$ cat config.mk
export PLATFORM = sky130hd
export DESIGN_NAME = ic_dest_part
export DESIGN_NICKNAME = d
export VERILOG_FILES = /design/src/rtl/ic_dest_part.sv
export SDC_FILE = /design/constraint.sdc
export NUM_CORES = 1
export LEC_CHECK = 0
export BUFFER_PORTS_ARGS = -buffer_cell sky130_fd_sc_hd__buf_4
export CORE_ASPECT_RATIO = 1.4
export CORE_MARGIN = 2
export CORE_UTILIZATION = 53
export CTS_BUF_LIST = sky130_fd_sc_hd__clkbuf_2
export DETAILED_ROUTE_END_ITERATION = 7
export MAX_ROUTING_LAYER = met4
export PLACE_DENSITY = 0.78
export SETUP_SLACK_MARGIN = 0.3
export SLEW_MARGIN = 10
export SYNTH_ARGS = -nofsm -noshare
export SYNTH_HDL_FRONTEND = slang
export SYNTH_SLANG_ARGS = --single-unit
$ cat constraint.sdc
create_clock -name clk -period 2.2 [get_ports clk]
set_input_delay 0.33 -clock clk [delete_from_list [all_inputs] [get_ports clk]]
set_output_delay 0.33 -clock clk [all_outputs]
set_load 0.02 [all_outputs]
$ cat src/rtl/ic_dest_part.sv
`default_nettype none
// ============================================================================
//  Module   : ic_dest_part
//  Purpose  : Destination-partition flit buffer. A small FIFO between the
//             interconnect and a partition, with delivery count and error flag.
//  Revision : 1.0 - initial release
// ============================================================================
module ic_dest_part #(
  parameter int DWIDTH  = 36,
  parameter int NHWIDTH = 5,
  parameter int DEPTH   = 4
) (
  input  logic                       clk,
  input  logic                       rst_n,
  input  logic                       enable,
  input  logic                       in_valid,
  input  logic [DWIDTH-1:0]          in_data,
  input  logic [NHWIDTH-1:0]         in_nexthop,
  output logic                       in_ready,
  output logic                       fdp_valid,
  output logic [DWIDTH-1:0]          fdp_data,
  output logic [NHWIDTH-1:0]         fdp_nexthop,
  input  logic                       fdp_ack,
  output logic [$clog2(DEPTH):0]     occupancy,
  output logic [15:0]                deliver_count,
  output logic                       error,
  output logic                       is_quiescent
);

  localparam int c_addr_w  = $clog2(DEPTH);
  localparam int c_occ_w   = c_addr_w + 1;
  localparam int c_entry_w = DWIDTH + NHWIDTH;
  localparam logic [c_occ_w-1:0] c_full = c_occ_w'(DEPTH);

  logic [c_entry_w-1:0] r_mem [DEPTH];
  logic [c_addr_w-1:0]  r_head;
  logic [c_addr_w-1:0]  r_tail;
  logic [c_occ_w-1:0]   r_occ;
  logic [15:0]          r_deliver_count;
  logic                 r_error;
  logic                 r_ready_en;

  logic w_push;
  logic w_pop;
  logic w_full;

  // in_ready depends only on registered state, so a full buffer stays closed
  // even when the head is consumed in the same cycle.
  assign w_full   = (r_occ == c_full);
  assign in_ready = r_ready_en & ~w_full;
  assign fdp_valid = (r_occ != '0) & enable;

  assign w_push = in_valid & in_ready;
  assign w_pop  = fdp_valid & fdp_ack;

  assign {fdp_data, fdp_nexthop} = r_mem[r_head];

  assign occupancy     = r_occ;
  assign deliver_count = r_deliver_count;
  assign error         = r_error;
  assign is_quiescent  = (r_occ == '0) & ~in_valid;

  // Payload storage carries no reset; the pointers define what is valid.
  always_ff @(posedge clk) begin
    if (w_push) begin
      r_mem[r_tail] <= {in_data, in_nexthop};
    end
  end

  always_ff @(posedge clk or negedge rst_n) begin
    if (!rst_n) begin
      r_head          <= '0;
      r_tail          <= '0;
      r_occ           <= '0;
      r_deliver_count <= '0;
      r_error         <= 1'b0;
      r_ready_en      <= 1'b0;
    end else begin
      r_ready_en <= 1'b1;
      if (w_push) begin
        r_tail <= r_tail + c_addr_w'(1);
      end
      if (w_pop) begin
        r_head          <= r_head + c_addr_w'(1);
        r_deliver_count <= r_deliver_count + 16'd1;
      end
      case ({w_push, w_pop})
        2'b10:   r_occ <= r_occ + c_occ_w'(1);
        2'b01:   r_occ <= r_occ - c_occ_w'(1);
        default: r_occ <= r_occ;
      endcase
      if (fdp_ack && !fdp_valid) begin
        r_error <= 1'b1;
      end
    end
  end

endmodule
`default_nettype wire

# After elaboration in Yosys (flattened, before gate mapping)
# Memory sizes are Yosys's and may differ from the RTL's.
# Index checks and enable logic that the tools add are counted.
dict set report word_totals {
  elab_cells 30
  in_bits 46
  output_inout_bits 64
  ff_bits 25
  ramBits 164
  mem_bits_ro 0
  latch_bits 0
  memories 1
}
# name depth width read_ports rd_clocked_by_memory_dff write_ports line
set memory_table {}
lappend memory_table {r_mem 4 41 1 0 1 35} ;# logic [c_entry_w-1:0] r_mem [DEPTH];
dict set report classes {
  muxes 3
  magnitude_cmp 0
  n_eq_ne 3
  n_mul 0
  n_reduce_logical 5
  bitwise 7
  n_addsub 5
  n_div 0
  shifts 0
}
# cell count
set ops {}
lappend ops {{16-bit by 1-bit adder with 16-bit output (second input constant)} 1}
lappend ops {{3-bit case mux with 2 select lines} 1}
lappend ops {{1-bit bitwise AND} 5}
lappend ops {{2-bit by 1-bit adder with 2-bit output (second input constant)} 2}
lappend ops {{3-bit by 1-bit adder with 3-bit output (second input constant)} 1}
lappend ops {{3-bit equality test (second input constant)} 1}
lappend ops {{3-bit zero test} 1}
lappend ops {{3-bit nonzero test} 1}
lappend ops {{3-bit by 1-bit subtractor with 3-bit output (second input constant)} 1}
lappend ops {{2-bit by 1-bit equality test with 1-bit output (second input constant)} 1}
lappend ops {{2-bit equality test (second input constant)} 1}
lappend ops {{1-bit 2-to-1 mux} 2}
lappend ops {{1-bit NOT} 2}
lappend ops {{2-bit nonzero test} 1}
lappend ops {{1-bit logical AND} 1}
lappend ops {{1-bit zero test} 1}

# Depth between registers and ports, before layout
dict set report depth {
  ltp_word 6
  depth_mapped 10
  ltp_nobuf 10
}

# Least setup slack after synthesis
# OpenSTA, ideal clock, no wires.
dict set report synth_path {
  path_type {reg-to-reg}
  startpoint {register r_occ[1] (netlist: occupancy[1])}
  endpoint {memory r_mem[0][0] in the netlist's numbering (enable)}
  period_less_slack_ns 2.783
  setup_time_ns 0.403
  n_path_buf 0
  setup_slack_ns -0.583
  path_stages_with_launch 4
  arrival_time_ns 2.380
  required_time_ns 1.797
  path_cell_list {dfrtp_1 -> inv_1 -> a31oi_1 -> and3_1}
}
dict set report synth_via {
  elab_chain_len 6
}
# item line
set synth_rtl {}
lappend synth_rtl {{start, declared} 38} ;# logic [c_occ_w-1:0] r_occ;
lappend synth_rtl {{start signal, assigned} 88} ;# 2'b10: r_occ <= r_occ + c_occ_w'(1);
lappend synth_rtl {{start signal, assigned} 89} ;# 2'b01: r_occ <= r_occ - c_occ_w'(1);
lappend synth_rtl {{start signal, assigned} 90} ;# default: r_occ <= r_occ;
lappend synth_rtl {{3-bit equality test} 49} ;# assign w_full = (r_occ == c_full);
lappend synth_rtl {{1-bit NOT} 50} ;# assign in_ready = r_ready_en & ~w_full;
lappend synth_rtl {{1-bit bitwise AND} 50}
lappend synth_rtl {{via in_ready} 19} ;# output logic in_ready,
lappend synth_rtl {{1-bit bitwise AND} 53} ;# assign w_push = in_valid & in_ready;
lappend synth_rtl {{1-bit 2-to-1 mux} 65} ;# if (w_push) begin
lappend synth_rtl {{1-bit 2-to-1 mux (not written as such)} 66} ;# r_mem[r_tail] <= {in_data, in_nexthop};
lappend synth_rtl {{end, declared} 35}
# The timed path passes the listed nets, and every way through them passes these cells.

# Worst setup path after layout
dict set report layout_path {
  startpoint {register r_head[0]}
  endpoint {output port fdp_nexthop[0]}
}
dict set report layout_via {
  elab_chain_len 1
}
# item line
set layout_rtl {}
lappend layout_rtl {{start, declared} 36} ;# logic [c_addr_w-1:0] r_head;
lappend layout_rtl {{start signal, assigned} 84} ;# r_head <= r_head + c_addr_w'(1);
lappend layout_rtl {{memory 4 x 41 bit} -}
lappend layout_rtl {{end, declared} 22} ;# output logic [NHWIDTH-1:0] fdp_nexthop,
# Every way passes these cells.

==> impl_metrics.tcl <==
set metrics [dict create \
    status "complete, but fails checks" \
    violations "setup timing" \
    die_w_um 101.9 \
    cpLargestDelayFamily "flip-flops" \
    first_pass_iters 4 \
    antenna_found_initial 1 \
    synth_edf_count 164 \
    path_clk_slew_ns 0.27 \
    ioPinCount 110 \
    final_layout_size_suffix_gt1_frac 0.4643 \
    netlist_top_cells_count "edfxtp_1 (164), mux4_2 (41), dfrtp_1 (25), xnor2_1 (18), nand2_1 (9)" \
    worstPathRequired_ns 1.87 \
    async_flop_share 0.1323 \
    rows 50 \
    cts_tree "done" \
    cpMostUsedCell "buf_12" \
    grt_pass1_vias 4056 \
    grt_max_degree 42 \
    clock_path_buffers 2 \
    routabilityCongestion 0.7077 \
    synth_area_mm2 0.007117 \
    cts_buffers 17 \
    crit_buf_inv 3 \
    drc 0 \
    synth_ff_type "edfxtp_1" \
    hpwl_mm 7.863 \
    yosys_warnings 0 \
    synth_top_area_frac 0.6920 \
    dp_slack_ns 0.2303 \
    rsz0062_at_grt "true" \
    finalCritPeriodShare 1.121 \
    fp.dieH_um 141.1 \
    grt_overflow 0 \
    r2r_slack_ns 0.13 \
    setup_ws_ns -0.2665 \
    startpoint_type "flip-flop" \
    synth_fp_nets 369 \
    final_cell_count_no_fill 715 \
    max_stage_delay_ns 0.55 \
    fmax_mhz 405.4 \
    nets 574 \
    wire_per_inst_um 19.69 \
    drt-initial-drc-count 174 \
    hold_path.class "in2reg" \
    grt_pass1_wl_mm 21.34 \
    synth.distinct_cells 32 \
    antenna_left 0 \
    setup_viol 41 \
    powerDensity_mw_per_mm2 1169 \
    power.total_mw 11.20 \
    p_leak_nw 3.545 \
    viasPerCell 5.266 \
    htreeDepth 4 \
    ys_seq_elements 189 \
    max_cap_violations 0 \
    fin_skew_ns 0.04336 \
    worst_path_max_delay_cell "dfrtp_4" \
    yosysTopAreaCell "edfxtp_1" \
    worstSetupEndpointType "primary output" \
    totalWireLength_mm 14.08 \
    critPathKind "reg2out" \
    synth_area_leaders "edfxtp_1 (69%), mux4_2 (13%), dfrtp_1 (8.8%)" \
    cp_cell_sequence "buf_12 -> buf_12 -> mux4_2 -> buf_6" \
    finalHoldViolCount 0 \
    syn_to_final_growth_pct 34.63 \
    syn_area_per_cell_um2 22.52 \
    num_vias 3765 \
    cp.arrival_ns 2.14 \
    dp_cells 608 \
    slew_violations 0 \
    cts_root_buf "clkbuf_2" \
    grt_usage 0.2107 \
    netlist_instances 316 \
    initial_core_util 0.5366 \
    dieArea_mm2 0.01438 \
    clk_latency_ns 0.71 \
    peakVddDrop_v 0.0007719 \
    clkSinkCount 189 \
    io_buffers 109 \
    fin_util 0.7225 \
    synth_seq_area_share 0.7799 \
    fin_crit_ns 2.466 \
    yosysMostFrequentCell "edfxtp_1" \
    fp.coreArea_mm2 0.01326 \
    worstPathMaxFanout 6 \
]
==> where the power goes <==
| group | internal [mW] | switching [mW] |
|---|---|---|
| sequential | 4.36 | 0.237 |
| combinational | 2.50 | 2.18 |
| clock | 0.839 | 1.08 |
| total | 7.71 | 3.50 |
==> final cells by class <==
| type | count | area (um^2) |
|---|---|---|
| clock inverters | 13 | 197.7 |
| inverters | 9 | 46.29 |
| flip-flops and latches | 189 | 5559 |
| multi-input cells | 108 | 1545 |
| clock buffers | 17 | 85.08 |
| repair buffers | 196 | 1918 |
| diodes | 1 | 2.502 |
| fillers | 793 | 3681 |
| well taps | 182 | 227.7 |
==> routing by layer <==
metal / global-route usage / wire [um] / share of wire
met2: 0.3560 / 7902 / 0.56
met3: 0.04859 / 619 / 0.044
met1: 0.2482 / 5325 / 0.38
met5: - / 0 / 0
met4: 0.07228 / 228 / 0.016
==> cells by family after synthesis <==
kind of cell    share of synthesized area
mux                                0.1327
xor+xnor                          0.02584
buf+inv                           0.01125
simple gates                      0.02936
fa+ha+maj                         0.01336
flops                              0.7799
compound gates                   0.007034
other cells                     0.0005269
==> what timing repair did <==
action                                  in CTS  in global routing
hold endpoints to repair                   192                  0
hold buffers                                48                  0
gates cloned                                 2                  0
endpoints found under the setup margin      46                 49
resized for setup                           51                 11
pin swaps                                    4                 10
buffers inserted                            19                  7
==> worst register-to-register path, cell delays in order (launching register included) <==
cell	delay, ns
dfrtp_2	0.52
buf_6	0.14
clkinv_4	0.04
a31oi_4	0.09
and2_4	0.18
inv_4	0.05
ha_4	0.13
inv_2	0.04
fa_2	0.33
xor2_1	0.17
nor2_1	0.12
xor2_1	0.17
==> worst paths after layout <==
check,from,to,depth (start not counted)
min reg2reg,deliver_count[14],deliver_count[14],1
max in group asynchronous,rst_n,r_head[0],4
min in group asynchronous,rst_n,deliver_count[11],4
max,r_head[0],fdp_nexthop[0],4
max reg2reg,occupancy[0],occupancy[2],11
min,in_data[20],r_mem[1][25],2
==> cells in the final DEF (no fill, tap or decap), types with 5 or more instances in the layout <==
master	instances
mux4_2	41
dlygate4sd3_1	47
edfxtp_1	164
buf_4	92
nand2_1	9
clkbuf_2	17
dfrtp_1	20
buf_6	45
and3_2	5
buf_12	9
xnor2_1	18
ha_1	5
bufinv_16	5
==> sequential cells by signal, summed over array words and instances, names as in the netlist <==
name and flops:
r_mem 164, deliver_count 16, occupancy 3, r_head 2
r_tail 2, error 1, r_ready_en 1
==> metrics by stage <==
step	instance area (um^2)	hold WS (ns)	TNS [ns]
after floorplan	7157	0.03441	0
after global placement	8322	0.2502	0
after detailed placement	8322	0.2521	0
after CTS	9487	0.2592	-12.58
after global routing	9582	0.2603	-14.49
final	9582	0.3355	-9.318
Note: power is estimated with default switching activity, not from simulation.
